**src/rtl/reg_rename_file.sv**
```systemverilog
// Architectural register file with per-register ROB rename tags.
// Reads are combinational and see a same-cycle matching commit (bypass);
// renames become visible only after the clock edge.
`timescale 1ns/1ps
module reg_rename_file #(
    parameter int unsigned ROB_W = 5
) (
    input  logic             clk,
    input  logic             rst,
    input  logic             rdy,
    input  logic [4:0]       rs1_idx,
    input  logic [4:0]       rs2_idx,
    output logic [31:0]      rs1_val,
    output logic [ROB_W-1:0] rs1_tag,
    output logic [31:0]      rs2_val,
    output logic [ROB_W-1:0] rs2_tag,
    input  logic             ren_flg,
    input  logic [4:0]       ren_rd,
    input  logic [ROB_W-1:0] ren_tag,
    input  logic             cmt_flg,
    input  logic [4:0]       cmt_rd,
    input  logic [31:0]      cmt_res,
    input  logic [ROB_W-1:0] cmt_tag,
    input  logic             flush,
    output logic [5:0]       busy_cnt
);

    localparam int unsigned NREG  = 32;
    localparam int unsigned XLEN  = 32;
    localparam int unsigned CNT_W = 6;

    logic [XLEN-1:0]  r_val [NREG];
    logic [ROB_W-1:0] r_tag [NREG];
    logic [CNT_W-1:0] r_busy_cnt;

    logic w_ren_ok;
    logic w_cmt_ok;
    logic w_cmt_match;
    logic w_inc;
    logic w_dec;
    logic w_byp1;
    logic w_byp2;

    // Qualify events: rdy gates everything, x0 is never touched, flush kills renames
    always_comb begin
        w_ren_ok    = rdy && ren_flg && (ren_rd != 5'd0) && !flush;
        w_cmt_ok    = rdy && cmt_flg && (cmt_rd != 5'd0);
        w_cmt_match = w_cmt_ok && (r_tag[cmt_rd] == cmt_tag);
        w_inc       = w_ren_ok && (r_tag[ren_rd] == '0);
        w_dec       = w_cmt_match && (r_tag[cmt_rd] != '0)
                      && !(w_ren_ok && (ren_rd == cmt_rd));
        w_byp1      = w_cmt_match && (rs1_idx == cmt_rd);
        w_byp2      = w_cmt_match && (rs2_idx == cmt_rd);
    end

    // Read ports with commit bypass; x0 always reads as zero / not renamed
    always_comb begin
        rs1_val = r_val[rs1_idx];
        rs1_tag = r_tag[rs1_idx];
        rs2_val = r_val[rs2_idx];
        rs2_tag = r_tag[rs2_idx];
        if (w_byp1) begin
            rs1_val = cmt_res;
            rs1_tag = '0;
        end
        if (w_byp2) begin
            rs2_val = cmt_res;
            rs2_tag = '0;
        end
        if (rs1_idx == 5'd0) begin
            rs1_val = '0;
            rs1_tag = '0;
        end
        if (rs2_idx == 5'd0) begin
            rs2_val = '0;
            rs2_tag = '0;
        end
    end

    // Value and tag storage; a rename overrides a same-register tag clear
    always_ff @(posedge clk) begin
        if (!rst) begin
            for (int unsigned i = 0; i < NREG; i++) begin
                r_val[i] <= '0;
                r_tag[i] <= '0;
            end
        end else if (rdy) begin
            if (w_cmt_ok) begin
                r_val[cmt_rd] <= cmt_res;
            end
            if (flush) begin
                for (int unsigned i = 0; i < NREG; i++) begin
                    r_tag[i] <= '0;
                end
            end else begin
                if (w_cmt_match) begin
                    r_tag[cmt_rd] <= '0;
                end
                if (w_ren_ok) begin
                    r_tag[ren_rd] <= ren_tag;
                end
            end
        end
    end

    // Incremental count of renamed registers
    always_ff @(posedge clk) begin
        if (!rst) begin
            r_busy_cnt <= '0;
        end else if (rdy) begin
            if (flush) begin
                r_busy_cnt <= '0;
            end else begin
                r_busy_cnt <= r_busy_cnt + CNT_W'(w_inc) - CNT_W'(w_dec);
            end
        end
    end

    assign busy_cnt = r_busy_cnt;

endmodule

```
**config.mk**
```make
export PLATFORM = sky130hd
export DESIGN_NAME = reg_rename_file
export DESIGN_NICKNAME = d
export VERILOG_FILES = /design/src/rtl/reg_rename_file.sv
export SDC_FILE = /design/constraint.sdc
export NUM_CORES = 2
export LEC_CHECK = 0
export BUFFER_PORTS_ARGS = -buffer_cell sky130_fd_sc_hd__buf_2
export CORE_ASPECT_RATIO = 2
export CORE_MARGIN = 1
export CORE_UTILIZATION = 55
export DETAILED_ROUTE_END_ITERATION = 7
export PLACE_DENSITY = 0.83
export REMOVE_ABC_BUFFERS = 1
export SLEW_MARGIN = 40
export SYNTH_ARGS = -nofsm -noshare
export SYNTH_HDL_FRONTEND = slang
export SYNTH_SLANG_ARGS = --single-unit
```
**constraint.sdc**
```tcl
create_clock -name clk -period 5.51 [get_ports clk]
set_clock_uncertainty 0.1 [all_clocks]
set_input_delay 0.551 -clock clk [delete_from_list [all_inputs] [get_ports clk]]
set_output_delay 0.551 -clock clk [all_outputs]
set_load 0.01 [all_outputs]
```
==> out/metrics.cfg <==
[run_status]
status = finished with violations
violations = design-rule violations

[flow_run]
cap_violations = 0

[finish]
drive_above_1_share_pct = 32.62
syn2layout_area_growth_pct = 10.70
fin_util_pct = 61.49
fillerInstances = 8180
nets = 4427
instances_no_fill = 5974
stdcell_area_mm2 = 0.07313
mostFrequentLayoutCell = edfxtp_1
layout_common_cells = edfxtp_1, nor3_1, mux4_2

[grt]
grt_max_degree = 142
grt_pass1_vias = 49761
grt_overflow = 0
grt_pass1_wl_mm = 346.8
antenna_found_initial = 8
grt_usage_pct = 40.85

[synth]
synth_warnings = 0
avgSynthCellArea_um2 = 14.98
synthMuxAreaShare_pct = 27.74
synth-xor-area-share_pct = 0.2519
synth_top_family_by_area = multiplexers
syn_area_mm2 = 0.06606
synth_compound_area_share_pct = 2.835
async_flop_share_pct = 0
synth_ff_type = edfxtp_1
synthSimpleGateAreaFrac_pct = 11.21
synth_edf_count = 1184
synthAdderAreaFrac_pct = 0.1439
synth-seq-area-share_pct = 54.00
synth-seq-cells = 1190
synth_cells = 4410
ys_types = 61

[floorplan]
die_x_um = 247.1
die-area_mm2 = 0.1216
fp.dieH_um = 492.1
start_util_pct = 55.55
floorplan.rows = 179
core_mm2 = 0.1189
ios = 148

[sta]
clock.fmax_mhz = 202.5
drv_slew = 0
fin_tns_setup_ns = 0
hold_violations = 0
worstMarginPinSlew_ns = 1.062
grt_setup_unrepaired = no
layout_setup_ws_ns = 0.5705
setup_viol = 0
period_share_pct = 89.65
maxSlewHeadroom_pct = 29.19
fin_crit_ns = 4.939

[pwr]
p_switching_w = 0.005894
power_density_mw_per_mm2 = 297.9
power_frac_seq_pct = 49.9
cellInternalPower_w = 0.01589
irDropWorstVdd_v = 0.0002785
p_leak_nw = 22.65
clkPwrFrac_pct = 34.1
swShare_pct = 27.05
combPwrFrac_pct = 16.0

[clocking]
cts_tree = done
cts.sinks = 1190
h-tree-depth = 3
clk_path_buf_depth = 3
root_buffer = clkbuf_16
cts.hold.buffers_added = 0
clk_pin_slew_ns = 0.07
clk_latency_ns = 0.77
ctsResizeCount = 0
cts_setup_buffers = 0
numCtsBuffers = 100

[placed_design]
hpwl_mm = 148.0
pre_cts_ws_ns = 0.4111
dpl.cell_count = 5782
place.gp.congestion = 1.052
portBuffers = 147
placed_area_mm2 = 0.06968

[drt]
vias = 48229
drt_iter0_drc = 7754
post_drt_via_cell_ratio = 8.073
ant_nets = 0
wirelength_mm = 244.8
drc = 40
wl_per_cell_um = 40.98
first_pass_iters = 8

[setup_path]
required_ns = 4.86
worstSetupPathType = reg2out
worstPathMaxFanout = 68
cp-start-kind = flip-flop
cp.arrival_ns = 4.29
end_kind = output pin

[worst_hold_path]
hold_path.class = in2reg

==> metal layers <==
layer,vias up,share of wire [%],global-route usage (%)
met3,1706,14,11.72
met1,23351,26,42.48
met5,-,0.016,0
li1,17986,-,-
met4,6,12,38.60
met2,5180,48,65.68
==> power groups by stage <==
stage | sequential (W) | clock (W) | combinational [W]
after floorplan | 0.0108 | 0 | 0.00181
after global placement | 0.0109 | 0 | 0.00326
after detailed placement | 0.0110 | 0 | 0.00335
after CTS | 0.0108 | 0.00737 | 0.00337
after global routing | 0.0109 | 0.00766 | 0.00355
final | 0.0109 | 0.00742 | 0.00348
==> area by class of cell <==
type	instances	area (um^2)	area share [%]
Multi-Input combinational cell	2635	28530	39.01
Inverter	41	153.9	0.2104
Tap cell	1538	1924	2.631
Clock inverter	61	733.2	1.003
Sequential cell	1190	35670	48.78
Clock buffer	122	2585	3.535
Timing Repair Buffer	384	3523	4.818
Antenna cell	3	7.507	0.01027
==> logic make-up after synthesis <==
group                    count (synthesis)
adder cells (fa/ha/maj)                  7
buffers and inverters                  621
other                                    1
XOR/XNOR                                19
AO/OA/AOI/OAI                          274
AND/OR/NAND/NOR                       1404
flip-flops                            1190
multiplexers                           894
==> stage by stage <==
stage               hold WS, ns  total power [W]
global route            0.06477          0.02209
floorplan                0.4048          0.01264
global placement         0.3721          0.01420
CTS                     0.02548          0.02158
finish                  0.04040          0.02179
detailed placement       0.3824          0.01436
==> registers in the layout (all words and copies together), names as in the netlist <==
name and count:
r_val 1024, r_tag 160, busy_cnt 6
==> path summary, 6_finish.rpt <==
check,startpoint,endpoint,slack [ns],cells after the start
max,r_tag[28][1],rs1_val[29],0.57,9
min,flush,busy_cnt[0],0.04,3
min reg2reg,busy_cnt[0],busy_cnt[0],0.39,2
max reg2reg,r_tag[15][0],busy_cnt[5],0.83,18
==> cells in the mapped netlist, types with 3 or more instances <==
master / number / area [um^2]
mux2i_1: 87 / 870.8
o22ai_1: 42 / 262.8
a211oi_1: 44 / 330.3
o2111ai_1: 3 / 26.28
mux4_2: 743 / 16730
nor3_1: 1036 / 5185
nand4_1: 8 / 50.05
or3_1: 6 / 37.54
buf_4: 5 / 37.54
nand2_1: 11 / 41.29
nand4b_1: 5 / 43.79
buf_2: 27 / 135.1
buf_1: 56 / 210.2
o311ai_0: 5 / 43.79
nand3b_1: 5 / 37.54
a211oi_2: 20 / 250.2
a31oi_1: 69 / 431.7
or4_1: 23 / 172.7
xor2_1: 9 / 78.83
nor2_1: 89 / 334.1
nand3_1: 20 / 100.1
and2_1: 160 / 1001
nand4bb_1: 6 / 67.56
o21ai_0: 63 / 315.3
clkbuf_1: 474 / 1779
mux2_2: 64 / 720.7
a311oi_1: 5 / 43.79
nor2b_1: 6 / 37.54
nand2b_1: 7 / 43.79
ha_1: 6 / 75.07
inv_1: 41 / 153.9
xnor2_1: 10 / 87.58
a21oi_1: 11 / 55.05
buf_6: 18 / 202.7
dfxtp_1: 6 / 120.1
nor4_1: 3 / 18.77
nor4_2: 3 / 37.54
edfxtp_1: 1184 / 35550
==> worst max-delay path, cell delays in order (launching register included) <==
cell and delay [ns]:
edfxtp_1 0.46, mux2i_2 0.52, o22ai_1 0.13, or4_4 0.59, nor3_4 0.22, o221a_4 0.22
buf_12 0.38, a31oi_1 0.20, a211oi_1 0.49, buf_2 0.23
Note: power is estimated with default switching activity, not from simulation.
